**src/rtl/cpu_pkg.sv**
```systemverilog
// Shared CPU definitions: datapath widths used by both the PC and the fetch
// sequencer, and the fetch state encoding.
package cpu_pkg;

    localparam int ADDR_W  = 8;
    localparam int INSTR_W = 8;

    typedef enum logic [1:0] {
        FS_IDLE,
        FS_REQ,
        FS_HOLD,
        FS_HALTED
    } fetch_state_t;

endpackage

```
**src/rtl/fetch_fsm.sv**
```systemverilog
// Fetch sequencer control: state register, next-state logic and the
// PC / memory / instruction-register strobes derived from state and inputs.
module fetch_fsm
    import cpu_pkg::*;
(
    input  logic clk,
    input  logic reset,
    input  logic mem_ready_i,
    input  logic ir_ready_i,
    input  logic branch_valid_i,
    input  logic halt_i,
    output logic pc_enable_o,
    output logic pc_load_o,
    output logic mem_req_o,
    output logic ir_we_o,
    output logic ir_valid_o,
    output logic halted_o
);

    fetch_state_t state_q;
    fetch_state_t state_d;

    // State register; reset is asynchronous and active-low.
    always_ff @(posedge clk or negedge reset) begin
        if (!reset) begin
            state_q <= FS_IDLE;
        end else begin
            state_q <= state_d;
        end
    end

    // Next state and same-cycle strobes; a redirect beats halt and kills any fetch in flight.
    always_comb begin
        state_d     = state_q;
        pc_enable_o = 1'b0;
        pc_load_o   = 1'b0;
        mem_req_o   = 1'b0;
        ir_we_o     = 1'b0;
        case (state_q)
            FS_IDLE: begin
                if (branch_valid_i) begin
                    pc_load_o = 1'b1;
                    state_d   = FS_REQ;
                end else if (halt_i) begin
                    state_d = FS_HALTED;
                end else begin
                    state_d = FS_REQ;
                end
            end
            FS_REQ: begin
                mem_req_o = 1'b1;
                if (branch_valid_i) begin
                    pc_load_o = 1'b1;
                    state_d   = FS_REQ;
                end else if (mem_ready_i) begin
                    pc_enable_o = 1'b1;
                    ir_we_o     = 1'b1;
                    state_d     = FS_HOLD;
                end
            end
            FS_HOLD: begin
                if (branch_valid_i) begin
                    pc_load_o = 1'b1;
                    state_d   = FS_REQ;
                end else if (ir_ready_i) begin
                    state_d = halt_i ? FS_HALTED : FS_REQ;
                end
            end
            FS_HALTED: begin
                state_d = FS_HALTED;
            end
            default: begin
                state_d = FS_IDLE;
            end
        endcase
    end

    assign ir_valid_o = (state_q == FS_HOLD);
    assign halted_o   = (state_q == FS_HALTED);

endmodule

```
**src/rtl/fetch_unit.sv**
```systemverilog
// Instruction-fetch unit: wraps the fetch sequencer with the instruction
// register and the address / branch-target muxes facing the PC and memory.
module fetch_unit #(
    parameter int ADDR_W  = cpu_pkg::ADDR_W,
    parameter int INSTR_W = cpu_pkg::INSTR_W
) (
    input  logic               clk,
    input  logic               reset,
    input  logic [ADDR_W-1:0]  pc_in,
    output logic               pc_enable,
    output logic               pc_load,
    output logic [ADDR_W-1:0]  pc_load_value,
    output logic               mem_req,
    output logic [ADDR_W-1:0]  mem_addr,
    input  logic               mem_ready,
    input  logic [INSTR_W-1:0] mem_rdata,
    output logic [INSTR_W-1:0] ir_out,
    output logic               ir_valid,
    input  logic               ir_ready,
    input  logic               branch_valid,
    input  logic [ADDR_W-1:0]  branch_target,
    input  logic               halt,
    output logic               halted
);

    logic               ir_we;
    logic [INSTR_W-1:0] ir_q;
    logic [INSTR_W-1:0] ir_d;

    fetch_fsm u_fsm (
        .clk            (clk),
        .reset          (reset),
        .mem_ready_i    (mem_ready),
        .ir_ready_i     (ir_ready),
        .branch_valid_i (branch_valid),
        .halt_i         (halt),
        .pc_enable_o    (pc_enable),
        .pc_load_o      (pc_load),
        .mem_req_o      (mem_req),
        .ir_we_o        (ir_we),
        .ir_valid_o     (ir_valid),
        .halted_o       (halted)
    );

    // Instruction register next value: capture returned data only on an accepted fetch.
    always_comb begin
        ir_d = ir_q;
        if (ir_we) begin
            ir_d = mem_rdata;
        end
    end

    // Instruction register; cleared asynchronously so a reset never exposes stale code.
    always_ff @(posedge clk or negedge reset) begin
        if (!reset) begin
            ir_q <= '0;
        end else begin
            ir_q <= ir_d;
        end
    end

    assign ir_out        = ir_q;
    assign pc_load_value = pc_load ? branch_target : '0;
    assign mem_addr      = mem_req ? pc_in : '0;

endmodule

```
**config.mk**
```make
export PLATFORM = sky130hd
export DESIGN_NAME = fetch_unit
export DESIGN_NICKNAME = d
export VERILOG_FILES = /design/src/rtl/cpu_pkg.sv /design/src/rtl/fetch_fsm.sv /design/src/rtl/fetch_unit.sv
export SDC_FILE = /design/constraint.sdc
export NUM_CORES = 1
export LEC_CHECK = 0
export ABC_AREA = 1
export BUFFER_PORTS_ARGS = -buffer_cell sky130_fd_sc_hd__buf_2
export CAP_MARGIN = 20
export CORE_MARGIN = 2
export CORE_UTILIZATION = 34
export DETAILED_ROUTE_END_ITERATION = 16
export GPL_TIMING_DRIVEN = 0
export HOLD_SLACK_MARGIN = 0.03
export PLACE_DENSITY = 0.77
export RECOVER_POWER = 100
export SYNTH_ARGS = -nofsm -noshare
export SYNTH_HDL_FRONTEND = slang
export SYNTH_SLANG_ARGS = --single-unit
```
**constraint.sdc**
```tcl
create_clock -name clk -period 1.3 [get_ports clk]
set_input_delay 0.065 -clock clk [delete_from_list [all_inputs] [get_ports clk]]
set_output_delay 0.065 -clock clk [all_outputs]
set_load 0.1 [all_outputs]
```
# ---- Yosys cells after proc, flatten, opt, wreduce, memory -nomap -nowiden
# Index checks and enable logic that the tools add are counted.
dict set report word_totals {
  ff_bits 10
  inputBits 30
  out_inout_bits 29
  elab_cells 25
}
dict set report classes {
  eq_ne 5
  n_mux 15
  reduce_logical 3
}
# cell count
set op_table {}
lappend op_table {{$mux 8} 2}
lappend op_table {{$mux 2} 6}
lappend op_table {{$pmux 2 s4} 1}
lappend op_table {{$mux 1} 6}
lappend op_table {{$eq 2x2->1 const B} 2}
lappend op_table {{$ne 3x1->1 const B} 1}
lappend op_table {{$ne 3x3->1 const B} 1}
lappend op_table {{$reduce_or 3->1} 1}
lappend op_table {{$eq 2x1->1 const B} 1}
lappend op_table {{$logic_not 2->1} 1}
lappend op_table {{$reduce_and 2->1} 1}

# ---- Longest topological paths before layout
# Gate-level depths: netlist (run 1).
dict set report logic_depth {
  ltp_word 4
  ltp_mapped 7
  mapped_depth_nobuf 7
}

# ---- By module
# Synthesis (run 1) repeated with hierarchy kept, for this count alone.
dict set report hier_totals {
  hier_cells 95
  hier_area_um2 603.1
}
# module instances cells_each area_per_inst_um2 seq_area_each_um2
set by_module_without_submodules {}
lappend by_module_without_submodules {fetch_unit 1 68 442.9 200.2}
lappend by_module_without_submodules {fetch_fsm 1 27 160.2 50.0}

# ---- Worst setup path after synthesis (run 1)
# OpenSTA, ideal clock, no wires.
dict set report synth_path {
  kind {register to output}
  from {reg u_fsm.state_q[0]}
  to {out pc_load_value[0]}
  arrival_ns 1.896
  required_time_ns 1.235
  slack_ns -0.661
  path_stages_with_launch 4
  n_path_buf 0
  cell_sequence {dfrtp_1 nand2_1 nand2_2 nor2_1}
}
dict set report synth_via {
  elab_chain_len 4
  word_cells_on_any_way 6
  cone_classes {2 x eq/ne; 2 x mux; 2 x reduce/logical}
}
# item line
set synth_rtl {}
lappend synth_rtl {{start: declaration} fetch_fsm.sv:20} ;# fetch_state_t state_q;
lappend synth_rtl {{start signal: assignment} fetch_fsm.sv:28} ;# state_q <= state_d;
lappend synth_rtl {{$eq 2x2->1 (tied with other cells)} fetch_fsm.sv:39} ;# case (state_q)
lappend synth_rtl {{$reduce_or 3->1 (no source line) (*)} --}
lappend synth_rtl {{$mux 1 (*)} --}
lappend synth_rtl {{$mux 8 (*)} fetch_unit.sv:63} ;# assign pc_load_value = pc_load ? branch_target : '0;
lappend synth_rtl {{end: declaration} fetch_unit.sv:12} ;# output logic [ADDR_W-1:0] pc_load_value,
# Every way passes the cells marked *; elsewhere a longest branch is shown, timed or not.

# ---- Worst setup path in the final report (run 1)
dict set report layout_path {
  from {reg u_fsm.state_q[0]}
  to {out pc_enable}
}
dict set report layout_via {
  elab_chain_len 2
}
# item line
set layout_rtl {}
lappend layout_rtl {{$eq 2x1->1} fetch_fsm.sv:39}
lappend layout_rtl {{$mux 1} fetch_fsm.sv:39}
lappend layout_rtl {{end: declaration} fetch_unit.sv:10} ;# output logic pc_enable,
# No other way between the ends.

==> out/summary.log, run 1 <==
INFO  cts            clkSinkCount=10
INFO  setup_path     cp_cell_sequence=buf_12, nand2_8, clkinv_8, nand3_4, inv_6, buf_12
INFO  setup_path     regToRegSetupSlack=20ps
INFO  final_layout   final_layout_size_suffix_gt1_frac=0.579
INFO  status         run_status=finished with violations
INFO  logic_synthesis synth_sequential_area_ratio=0.424
INFO  setup_path     worstSetupPathType=flip-flop to output pin
INFO  placement      gpl_wtd_cong=0.687
INFO  global_route   grt_antenna_before_repair=0
INFO  setup_path     crit_arrival=1330ps
INFO  global_route   wire_length_of_the_first_global_routing_pass=3.69mm
INFO  timing         grt_setup_unrepaired=yes
INFO  route          vias=885
INFO  placement      dpl_cell_area=0.00100mm²
INFO  global_route   grt_start_max_net_pins=11
INFO  power_and_ir_drop power.leakage=0.000833µW
INFO  floorplan      io_pins=59
INFO  route          dr.first_iter.drc_count=29
INFO  power_and_ir_drop internal-power=1440µW
INFO  final_layout   layout.nets=202
INFO  timing         min_period=1390ps
INFO  floorplan      core_area=0.00167mm²
INFO  logic_synthesis netlist-cell-type-count=12
INFO  logic_synthesis ys_seq_elements=10
INFO  placement      place_ws=-209ps
INFO  final_layout   layout.core_utilization=0.936
INFO  logic_synthesis ys_warn_count=0
INFO  setup_path     timing.critical_path.required=1240ps
INFO  timing         final.setup.worst_slack=-93.5ps
INFO  final_layout   commonest_non_fill_non_tap_cells_in_the_layout=sky130_fd_sc_hd__nand2_1 (28), sky130_fd_sc_hd__buf_2 (28), sky130_fd_sc_hd__inv_1 (21)
INFO  setup_path     path_buf_inv=4
INFO  job            max_cap_violations=0
INFO  timing         final_min_period_over_clock_period=1.07
INFO  power_and_ir_drop power.density_cell_area=2640mW/mm²
INFO  floorplan      chipHeight=45.7µm
INFO  logic_synthesis synth.cell_area=591µm²
INFO  cts            clk-insertion-delay-late=270ps
INFO  power_and_ir_drop clkPwrFrac=0.068
INFO  cts            htree_num_levels=1
INFO  setup_path     worstSetupEndpointType=output pin
INFO  timing         fmax=0.718GHz
INFO  placement      hpwl_after_detailed_placement=1.22mm
INFO  global_route   via_count_of_the_first_global_routing_pass=805
INFO  cts            clkTransAtPathRegs=70ps
INFO  power_and_ir_drop power.net_switching=2690µW
INFO  logic_synthesis postSynthAreaPerCell=6.49µm²
INFO  global_route   grtUsageTotal=0.255
INFO  timing         final_count_of_negative_setup_slack_endpoints=15
INFO  setup_path     crit_path_max_incr_delay=450ps
INFO  status         failed_checks=setup timing
INFO  floorplan      floorplan.die.width=45.7µm
INFO  setup_path     startpoint_type=flip-flop
INFO  timing         clock-skew-final=5.49ps
INFO  final_layout   fin_area=0.00156mm²
INFO  route          detail_route.drc_violations=0
INFO  cts            cts_root_buf=sky130_fd_sc_hd__clkbuf_4
INFO  timing         final_max_tran_viols=0
INFO  floorplan      start_util=0.354
INFO  route          antenna_left=0
INFO  placement      port-buffer-count=58
INFO  setup_path     critical-path-slowest-cell=sky130_fd_sc_hd__dfrtp_2
INFO  global_route   grt_remaining_overflow=0
INFO  cts            cts_tree=done
INFO  timing         timing_worst_slew_pin_value=560ps
INFO  logic_synthesis gate_count_after_technology_mapping=91
INFO  power_and_ir_drop combPwrFrac=0.800
INFO  final_layout   antennaDiodeCount=0
INFO  cts            cts.path.max_buffers=2
INFO  worst_hold_path tightest_hold_check_type=input pin to flip-flop
INFO  route          detail_route.vias_per_cell=4.71
INFO  timing         totalNegativeSetupSlack=-624ps
INFO  setup_path     critical_path.max_fanout=5
INFO  final_layout   syn_to_final_growth=165%
INFO  logic_synthesis synth_nets=121
INFO  final_layout   num-fill-cells=50
INFO  timing         max_transition_margin=0.628
INFO  power_and_ir_drop irDropWorstVdd=2210µV
INFO  setup_path     critPathMostFrequentCell=sky130_fd_sc_hd__buf_12
INFO  route          post_drt_wl_per_cell=15.5µm
INFO  timing         holdWs=116ps
INFO  floorplan      placement_rows=15
INFO  timing         finalHoldViolCount=0
INFO  cts            cts-buffers-inserted=3
INFO  power_and_ir_drop switching_share=0.651
INFO  route          route.final.wire_length=2.91mm
INFO  route          first_pass_iters=4
INFO  power_and_ir_drop power.sequential.fraction=0.132
INFO  setup_path     cpLargestDelayFamily=flip-flops
INFO  floorplan      fp.dieArea=0.00209mm²
[logic make-up after synthesis]
family | Yosys count | synth area share
AND/OR/NAND/NOR | 55 | 0.400
buffers and inverters | 26 | 0.176
flip-flops | 10 | 0.424
[per-stage QoR]
stage          std cells  power, µW
6_report             188       4130
2_1_floorplan         91       2770
4_1_cts              184       3940
3_5_place_dp         166       3120
3_3_place_gp         166       3100
5_1_grt              188       4250
[tightest hold or removal path, delay by kind of cell]
kind                   cells  cell delay, ps
and+or+nand+nor            2             140
buffers and inverters      2             140
[flip-flops by register name, summed over array words and instances, names as in the netlist]
name	cells
ir_out	8
u_fsm.state_q	2
[power groups by stage]
stage | logic [µW] | registers [µW] | clock network (µW)
6_report | 3300 | 543 | 282
5_1_grt | 3400 | 554 | 303
4_1_cts | 3130 | 521 | 285
3_5_place_dp | 2600 | 523 | 0
3_3_place_gp | 2580 | 521 | 0
2_1_floorplan | 1420 | 1350 | 0
[per-layer routing]
metal  GRT usage  part of all wire
met3      0.0317             0.059
met5           0                 0
met1       0.306              0.39
met4       0.112            0.0062
met2       0.448              0.54
[cells in the mapped netlist]
library cell | n | area [µm²]
sky130_fd_sc_hd__nor2_1 | 18 | 67.6
sky130_fd_sc_hd__nand2_2 | 1 | 6.26
sky130_fd_sc_hd__nand2_4 | 1 | 11.3
sky130_fd_sc_hd__inv_2 | 2 | 7.51
sky130_fd_sc_hd__inv_1 | 22 | 82.6
sky130_fd_sc_hd__dfrtp_1 | 10 | 250
sky130_fd_sc_hd__and2_1 | 1 | 6.26
sky130_fd_sc_hd__nand2_1 | 30 | 113
sky130_fd_sc_hd__nand3_4 | 1 | 17.5
sky130_fd_sc_hd__clkinv_2 | 1 | 5.00
sky130_fd_sc_hd__nand3_1 | 3 | 15.0
sky130_fd_sc_hd__inv_6 | 1 | 8.76
[worst paths after layout]
kind	from	to	depth (start not counted)
worst max-delay path	u_fsm.state_q[0]	pc_enable	6
worst min-delay path	ir_ready	u_fsm.state_q[1]	4
worst max register to register	u_fsm.state_q[1]	u_fsm.state_q[0]	6
worst min register to register	ir_out[6]	ir_out[6]	2
max in group asynchronous	reset	u_fsm.state_q[0]	2
min in group asynchronous	reset	ir_out[1]	2
[timing repair]
action,in CTS,in global routing
setup buffers,4,3
hold buffers,9,0
pin swaps,1,2
gates cloned,1,1
endpoints found under the setup margin,21,29
endpoints found under the hold margin,18,0
resized for setup,80,13
[layout make-up]
| class | instances | area [µm²] | share of cell area |
|---|---|---|---|
| Tap cell | 17 | 21.3 | 0.0136 |
| Timing Repair Buffer | 74 | 738 | 0.472 |
| Multi-Input combinational cell | 57 | 393 | 0.251 |
| Inverter | 26 | 121 | 0.0777 |
| Clock buffer | 4 | 36.3 | 0.0232 |
| Sequential cell | 10 | 253 | 0.162 |
(Power assumes the default switching activity.)
==> inputs of run 2 (changes only) <==
Settings changed: CORE_UTILIZATION 34 to 35, PLACE_DENSITY 0.77 to 0.78, SYNTH_HIERARCHICAL from default to 1.
==> out/summary.log, run 2 <==
INFO  status         run_status=did not finish
INFO  status         last-stage-reached=clock tree synthesis
INFO  status         toolErrorMsg=[ERROR DPL-0033] detailed placement checks failed during check placement.
INFO  logic_synthesis synth_area_leaders=sky130_fd_sc_hd__dfrtp_1 (41%), sky130_fd_sc_hd__nand2_1 (29%), sky130_fd_sc_hd__inv_1 (11%)
INFO  logic_synthesis synth_top_area_share=0.415 [-0.00879]
INFO  cts            clkSinkCount=10 [unchanged]
INFO  logic_synthesis synth.cell_area=603µm² [+2.1%]
INFO  cts            postCtsResizedCells=98 [+23%]
INFO  cts            cts_root_buf=sky130_fd_sc_hd__clkbuf_4
INFO  placement      hpwl_after_detailed_placement=1.35mm [+11%]
INFO  logic_synthesis synth_nets=125 [+3.3%]
INFO  cts            post_cts_setup_repair_buffer_count=2 [-2]
INFO  logic_synthesis synth_flop_cell=sky130_fd_sc_hd__dfrtp_1
INFO  logic_synthesis synth_async_sr_flop_share=1.00 [unchanged]
INFO  cts            cts-buffers-inserted=3 [unchanged]
INFO  floorplan      floorplan.die.width=45.5µm [-0.36%]
INFO  placement      gpl_wtd_cong=0.666 [-3.1%]
INFO  placement      port-buffer-count=58 [unchanged]
INFO  logic_synthesis ys_warn_count=6 [+6]
INFO  logic_synthesis yosys-top-cells-count=sky130_fd_sc_hd__nand2_1 (47), sky130_fd_sc_hd__inv_1 (18), sky130_fd_sc_hd__dfrtp_1 (10)
INFO  cts            cts-hold-fix-buffers=9 [unchanged]
INFO  floorplan      placement_rows=14 [-1]
INFO  logic_synthesis number_of_flops_mapped_to_enable_cells_by_yosys=0 [unchanged]
INFO  logic_synthesis post-synth-top-count-cell=sky130_fd_sc_hd__nand2_1
INFO  cts            cts.path.max_buffers=2 [unchanged]
INFO  logic_synthesis gate_count_after_technology_mapping=95 [+4.4%]
INFO  logic_synthesis postSynthAreaPerCell=6.35µm² [-2.2%]
INFO  floorplan      start_util=0.387 [+0.0333]
INFO  logic_synthesis netlist-cell-type-count=13 [+1]
INFO  cts            htree_num_levels=1 [unchanged]
INFO  logic_synthesis post-synth-top-area-cell=sky130_fd_sc_hd__dfrtp_1
INFO  floorplan      chipHeight=45.5µm [-0.36%]
INFO  logic_synthesis synth_sequential_area_ratio=0.415 [-0.00879]
INFO  logic_synthesis ys_seq_elements=10 [unchanged]
INFO  floorplan      io_pins=59 [unchanged]
run 2: stage by stage:
stage / cells / util / cell area, µm² / setup slack, ps / hold WS [ps]
detailed placement: 169 / 0.696 / 1080 / -159 / -67.9
global placement: 169 / 0.696 / 1080 / -140 / -68.1
floorplan: 95 / - / 774 / -540 / -231
run 2: logic make-up after synthesis:
| family | count (synthesis) | share of synthesized area |
|---|---|---|
| AND/OR/NAND/NOR | 55 | 0.363 |
| buffers and inverters | 30 | 0.222 |
| flip-flops | 10 | 0.415 |
==> inputs of run 3 (changes only) <==
Settings changed: CORE_AREA from default to 2 2 63 65, CORE_MARGIN 2 to default, CORE_UTILIZATION 35 to default, DIE_AREA from default to 0 0 65 67, HOLD_SLACK_MARGIN 0.03 to default, PLACE_DENSITY 0.78 to default, PLACE_DENSITY_LB_ADDON from default to 0.15.
==> out/summary.log, run 3 <==
INFO  power_and_ir_drop irDropWorstVdd=1250µV
INFO  cts            clkTransAtPathRegs=40ps
INFO  final_layout   multi_input_comb_area=374µm²
INFO  floorplan      core_area=0.00361mm²
INFO  setup_path     startpoint_type=flip-flop
INFO  setup_path     timing.rr.end=ir_out[0]
INFO  floorplan      floorplan.die.width=65µm [+43%]
INFO  final_layout   commonest_non_fill_non_tap_cells_in_the_layout=sky130_fd_sc_hd__buf_2 (30), sky130_fd_sc_hd__nand2_1 (24), sky130_fd_sc_hd__buf_12 (18)
INFO  cts            clkSinkCount=10 [unchanged]
INFO  route          vias=796
INFO  worst_hold_path min-delay-start=mem_rdata[6]
INFO  logic_synthesis synth_async_sr_flop_share=1.00 [unchanged]
INFO  global_route   grtUsageTotal=0.0959
INFO  placement      dpl_cell_area=0.00112mm² [+3.7%]
INFO  cts            cts.path.max_buffers=2 [unchanged]
INFO  floorplan      placement_rows=22 [+8]
INFO  placement      hpwl_after_detailed_placement=1.47mm [+9.0%]
INFO  setup_path     worstSetupEndpointType=output pin
INFO  logic_synthesis post-synth-top-area-cell=sky130_fd_sc_hd__dfrtp_1
INFO  setup_path     worstSetupPathType=flip-flop to output pin
INFO  final_layout   num-fill-cells=354
INFO  timing         max_transition_margin=0.629
INFO  worst_hold_path tightest_hold_check_type=input pin to flip-flop
INFO  final_layout   fin_area=0.00167mm²
INFO  job            max_cap_violations=0
INFO  route          route.final.wire_length=2.24mm
INFO  cts            htree_num_levels=1 [unchanged]
INFO  placement      port-buffer-count=58 [unchanged]
INFO  floorplan      fp.dieArea=0.00436mm²
INFO  logic_synthesis number_of_flops_mapped_to_enable_cells_by_yosys=0 [unchanged]
INFO  setup_path     critical-path-slowest-cell=sky130_fd_sc_hd__dfrtp_2
INFO  floorplan      start_util=0.167 [-0.220]
INFO  final_layout   antennaDiodeCount=0
INFO  status         failed_checks=setup timing
INFO  logic_synthesis gate_count_after_technology_mapping=95 [unchanged]
INFO  setup_path     worst_r2r_path_depth=8
INFO  setup_path     cpLargestDelayFamily=buffers and inverters
INFO  global_route   via_count_of_the_first_global_routing_pass=756
INFO  global_route   wire_length_of_the_first_global_routing_pass=3.24mm
INFO  logic_synthesis synth_top_area_share=0.415 [unchanged]
INFO  power_and_ir_drop power.leakage=0.000835µW
INFO  logic_synthesis synth_sequential_area_ratio=0.415 [unchanged]
INFO  logic_synthesis post-synth-top-count-cell=sky130_fd_sc_hd__nand2_1
INFO  timing         timing_worst_slew_pin_value=557ps
INFO  timing         fmax=0.695GHz
INFO  timing         totalNegativeSetupSlack=-2150ps
INFO  cts            cts_root_buf=sky130_fd_sc_hd__clkbuf_8
INFO  final_layout   layout.nets=198
INFO  route          first_pass_iters=3
INFO  setup_path     regToRegSetupSlack=-10ps
INFO  logic_synthesis netlist-cell-type-count=13 [unchanged]
INFO  timing         finalHoldViolCount=0
INFO  worst_hold_path timing.hold.worst_path_depth=3
INFO  final_layout   largest_register_ffs=8
INFO  timing         min_period=1440ps
INFO  logic_synthesis ys_seq_elements=10 [unchanged]
INFO  setup_path     timing.critical_path.required=1240ps
INFO  placement      place_ws=-168ps [-9.25 ps]
INFO  route          post_drt_wl_per_cell=10.4µm
INFO  timing         final.setup.worst_slack=-139ps
INFO  status         run_status=finished with violations
INFO  timing         final_max_tran_viols=0
INFO  floorplan      chipHeight=67µm [+47%]
INFO  route          antenna_left=0
INFO  logic_synthesis synth_area_leaders=sky130_fd_sc_hd__dfrtp_1 (41%), sky130_fd_sc_hd__nand2_1 (29%), sky130_fd_sc_hd__inv_1 (11%)
INFO  timing         grt_setup_unrepaired=yes
INFO  cts            cts-buffers-inserted=3 [unchanged]
INFO  route          detail_route.vias_per_cell=3.72
INFO  placement      gpl_wtd_cong=0.641 [-3.8%]
INFO  cts            cts_tree=done
INFO  final_layout   finish.cell_count_without_fillers=214
INFO  timing         final_count_of_negative_setup_slack_endpoints=26
INFO  power_and_ir_drop p_total=4320µW
INFO  logic_synthesis synth_flop_cell=sky130_fd_sc_hd__dfrtp_1
INFO  final_layout   most_common_cell_after_layout_fill_and_taps_aside=sky130_fd_sc_hd__buf_2
INFO  final_layout   final_layout_size_suffix_gt1_frac=0.735
INFO  final_layout   sequential_cell_area=253µm²
INFO  route          detail_route.drc_violations=0
INFO  logic_synthesis yosys-top-cells-count=sky130_fd_sc_hd__nand2_1 (47), sky130_fd_sc_hd__inv_1 (18), sky130_fd_sc_hd__dfrtp_1 (10)
INFO  setup_path     crit_arrival=1370ps
INFO  timing         clock-skew-final=2.54ps
INFO  route          dr.first_iter.drc_count=4
INFO  logic_synthesis synth.cell_area=603µm² [unchanged]
INFO  floorplan      io_pins=59 [unchanged]
INFO  setup_path     cp_cell_sequence=inv_2, nand2_4, clkinvlp_4, buf_12, nand2_4, clkinvlp_4, buf_12
INFO  power_and_ir_drop power.density_cell_area=2590mW/mm²
INFO  placement      numPlacedInstances=201 [+19%]
INFO  setup_path     r2r_start=u_fsm/state_q[1]
INFO  setup_path     critical_path.max_fanout=8
INFO  global_route   grt_remaining_overflow=0
INFO  global_route   grt_antenna_before_repair=0
INFO  worst_hold_path whs_endpoint=ir_out[6]
INFO  logic_synthesis synth_nets=125 [unchanged]
INFO  cts            clk-insertion-delay-late=230ps
INFO  logic_synthesis ys_warn_count=6 [unchanged]
INFO  timing         final_min_period_over_clock_period=1.11
INFO  logic_synthesis postSynthAreaPerCell=6.35µm² [unchanged]
INFO  final_layout   syn_to_final_growth=176%
INFO  global_route   grt_start_max_net_pins=11
INFO  setup_path     crit_path_max_incr_delay=430ps
INFO  setup_path     path_buf_inv=5
==> run 3: cell counts after synthesis <==
Identical to the previous run, type by type.
==> run 3: final cells by class <==
cell class,count,share of cell area
multi-input cells,55,0.224
flip-flops and latches,10,0.152
repair buffers,68,0.405
inverters,26,0.118
clock buffers,3,0.0248
plain buffers,4,0.0398
well taps,48,0.0360
==> run 3: how the worst max path moves through the flow <==
stage | from | endpoint | cells past startpoint
floorplan | u_fsm/state_q[0] | pc_load_value[0] | 6
global placement | u_fsm/state_q[0] | pc_load_value[5] | 7
detailed placement | u_fsm/state_q[1] | pc_enable | 5
CTS | u_fsm/state_q[0] | pc_load_value[0] | 7
global route | u_fsm/state_q[1] | pc_load_value[2] | 7
finish | u_fsm/state_q[1] | mem_addr[2] | 7
==> run 3: worst min-delay path, delay by kind of cell <==
kind,cells,cell delay (ps)
buf+inv,1,70
simple gates,2,90
==> run 3: stage by stage <==
step                       util  hold slack [ps]
after global routing      0.462             35.6
after CTS                 0.427             25.8
after floorplan               -             -231
after global placement    0.312            -59.0
final                     0.462             33.3
after detailed placement  0.312            -58.4
==> run 3: layer usage <==
metal | share of wire | global-route usage | vias up | wire [µm]
met5 | 0 | 0 | - | 0
met4 | 0.0058 | 0.0399 | 0 | 13
met3 | 0.068 | 0.0203 | 2 | 153
met2 | 0.58 | 0.177 | 30 | 1310
met1 | 0.34 | 0.106 | 359 | 761
li1 | - | - | 405 | -
==> run 3: where the power goes <==
part	switching [µW]	internal [µW]
sequential	100	448
clock	103	201
combinational	2510	952
==> run 3: cell families (layout without fill, tap and decap cells) <==
group                  count (synthesis)  count (layout)  share of synthesized area
buffers and inverters                 30             101                      0.222
DFF                                   10              10                      0.415
and+or+nand+nor                       55              55                      0.363
==> run 3: timing repair <==
| item | CTS | global route |
|---|---|---|
| gates resized for setup | 95 | 23 |
| buffers inserted | 5 | 3 |
| hold buffers | 1 | 0 |
| endpoints found under the hold margin | 10 | 0 |
| setup endpoints to repair | 29 | 22 |
| pin swaps | 2 | 9 |
| cloned | 0 | 1 |
==> inputs of run 4 (changes only) <==
Settings changed: PLACE_DENSITY from default to 0.42, PLACE_DENSITY_LB_ADDON 0.15 to default.
==> out/summary.log, run 4 (same netlist as run 3, synthesis figures left out) <==
INFO  timing         final_count_of_negative_setup_slack_endpoints=19 [-27%]
INFO  cts            cts_root_buf=sky130_fd_sc_hd__clkbuf_8
INFO  status         failed_checks=setup timing
INFO  route          post_drt_wl_per_cell=9.30µm [-11%]
INFO  setup_path     worstSetupPathType=flip-flop to output pin
INFO  cts            clkSinkCount=10 [unchanged]
INFO  cts            cts-buffers-inserted=3 [unchanged]
INFO  floorplan      placement_rows=22 [unchanged]
INFO  setup_path     regToRegSetupSlack=80ps [+90 ps]
INFO  job            max_cap_violations=0 [unchanged]
INFO  global_route   via_count_of_the_first_global_routing_pass=746 [-1.3%]
INFO  route          detail_route.vias_per_cell=3.64 [-2.2%]
INFO  setup_path     r2r_start=u_fsm/state_q[1]
INFO  final_layout   final_layout_size_suffix_gt1_frac=0.663 [-0.0724]
INFO  timing         timing_worst_slew_pin_value=560ps [+2.89 ps]
INFO  floorplan      start_util=0.167 [unchanged]
INFO  timing         max_transition_margin=0.627 [-0.00193]
INFO  global_route   grtUsageTotal=0.0894 [-0.00647]
INFO  floorplan      io_pins=59 [unchanged]
INFO  setup_path     timing.critical_path.from=u_fsm/state_q[0]
INFO  placement      port-buffer-count=58 [unchanged]
INFO  global_route   gr-usage-met1=0.103 [-0.00317]
INFO  route          detail_route.drc_violations=0 [unchanged]
INFO  placement      hpwl_after_detailed_placement=1.47mm [-0.31%]
INFO  floorplan      core_area=0.00361mm² [unchanged]
INFO  timing         grt_setup_unrepaired=yes
INFO  cts            htree_num_levels=1 [unchanged]
INFO  setup_path     crit_arrival=1380ps [about the same]
INFO  cts            clkTransAtPathRegs=50ps [about the same]
INFO  setup_path     worstSetupEndpointType=output pin
INFO  global_route   grt_antenna_before_repair=0 [unchanged]
INFO  cts            clk-insertion-delay-late=230ps [about the same]
INFO  timing         clock-skew-final=4.29ps [+1.75 ps]
INFO  global_route   wire_length_of_the_first_global_routing_pass=3.13mm [-3.6%]
INFO  final_layout   layout.nets=192 [-3.0%]
INFO  final_layout   antennaDiodeCount=0 [unchanged]
INFO  setup_path     critical_path.max_fanout=8 [unchanged]
INFO  final_layout   num-fill-cells=349 [-1.4%]
INFO  floorplan      chipHeight=67µm [unchanged]
INFO  route          antenna_left=0 [unchanged]
INFO  status         run_status=finished with violations
INFO  worst_hold_path min-delay-start=mem_rdata[2]
INFO  timing         final_min_period_over_clock_period=1.11 [+0.00837]
INFO  route          dr.first_iter.drc_count=9 [+5]
INFO  final_layout   most_common_cell_after_layout_fill_and_taps_aside=sky130_fd_sc_hd__nand2_1
INFO  setup_path     timing.critical_path.required=1240ps [about the same]
INFO  route          route.final.wire_length=1.93mm [-14%]
INFO  placement      gpl_wtd_cong=0.737 [+15%]
INFO  timing         finalHoldViolCount=0 [unchanged]
INFO  global_route   met3_usage=0.0321 [+0.0118]
INFO  worst_hold_path tightest_hold_check_type=input pin to flip-flop
INFO  cts            cts.path.max_buffers=2 [unchanged]
INFO  timing         fmax=0.690GHz [-0.75%]
INFO  final_layout   syn_to_final_growth=155%
INFO  floorplan      fp.dieArea=0.00436mm² [unchanged]
INFO  route          vias=757 [-4.9%]
INFO  setup_path     startpoint_type=flip-flop
INFO  final_layout   fin_area=0.00154mm² [-7.6%]
INFO  global_route   grt_start_max_net_pins=11 [unchanged]
INFO  timing         final.setup.worst_slack=-149ps [-10.9 ps]
INFO  timing         min_period=1450ps [+10.9 ps]
INFO  placement      dpl_cell_area=0.00112mm² [unchanged]
INFO  floorplan      floorplan.die.width=65µm [unchanged]
INFO  global_route   top_usage_layer=met2
INFO  final_layout   commonest_non_fill_non_tap_cells_in_the_layout=sky130_fd_sc_hd__nand2_1 (32), sky130_fd_sc_hd__buf_2 (30), sky130_fd_sc_hd__buf_12 (18)
INFO  final_layout   largest_register_ffs=8 [unchanged]
INFO  global_route   met2_demand_to_capacity_share_in_global_routing=0.160 [-0.0168]
INFO  global_route   grt_remaining_overflow=0 [unchanged]
INFO  route          first_pass_iters=3 [unchanged]
INFO  timing         final_max_tran_viols=0 [unchanged]
INFO  cts            cts_tree=done
[run 4: cell types whose count changed in the layout (fill, tap and decap cells not counted), sizes merged]
| cell | delta |
|---|---|
| buf | -6 |
[run 4: worst max-delay path, cell delays in order (launching register included)]
cell and delay [ps]:
sky130_fd_sc_hd__dfrtp_2 440, sky130_fd_sc_hd__nand2_4 90, sky130_fd_sc_hd__inv_6 30, sky130_fd_sc_hd__nor2_4 100, sky130_fd_sc_hd__buf_8 160, sky130_fd_sc_hd__nand2_2 70, sky130_fd_sc_hd__clkinvlp_4 80, sky130_fd_sc_hd__buf_12 170
[run 4: final timing paths]
path / cells past startpoint / end
worst min-delay path: 3 / ir_out[2]
max in group asynchronous: 2 / u_fsm/state_q[0]
worst min register to register: 2 / ir_out[4]
min in group asynchronous: 2 / ir_out[2]
worst max-delay path: 7 / pc_load_value[4]
worst max register to register: 7 / ir_out[7]
[run 4: through the flow]
stage / worst slack [ps] / hold slack, ps / cells / utilization / setup TNS, ps
3_3_place_gp: -152 / -61.5 / 201 / 0.312 / -2000
5_1_grt: -223 / 46.1 / 208 / 0.427 / -3510
6_report: -149 / 32.8 / 208 / 0.427 / -2260
3_5_place_dp: -162 / -57.9 / 201 / 0.312 / -2070
2_1_floorplan: -540 / -231 / 95 / - / -7410
4_1_cts: -152 / 31.2 / 208 / 0.413 / -2340
[run 4: timing repair]
item / CTS / global route
hold buffers: 1 / 0
buffers inserted: 3 / 0
pin swaps: 3 / 4
resized for setup: 85 / 13
hold endpoints to repair: 10 / 0
endpoints found under the setup margin: 21 / 21
[run 4: per-layer routing]
| metal | up-vias | wire, µm | part of all wire |
|---|---|---|---|
| met1 | 320 | 713 | 0.37 |
| met5 | - | 0 | 0 |
| li1 | 392 | - | - |
| met3 | 0 | 263 | 0.14 |
| met2 | 45 | 957 | 0.49 |
| met4 | 0 | 0 | 0 |
[run 4: layout make-up]
type / instances / area [µm²] / area share
repair buffers: 62 / 602 / 0.391
multi-input cells: 55 / 339 / 0.220
flip-flops and latches: 10 / 251 / 0.163
inverters: 26 / 189 / 0.123
well taps: 48 / 60.1 / 0.0390
plain buffers: 4 / 57.6 / 0.0374
clock buffers: 3 / 41.3 / 0.0268
Power of run 4 is left out: the tool's default activity adds up to more than one toggle a clock period on the data nets, which glitch-free logic cannot reach.
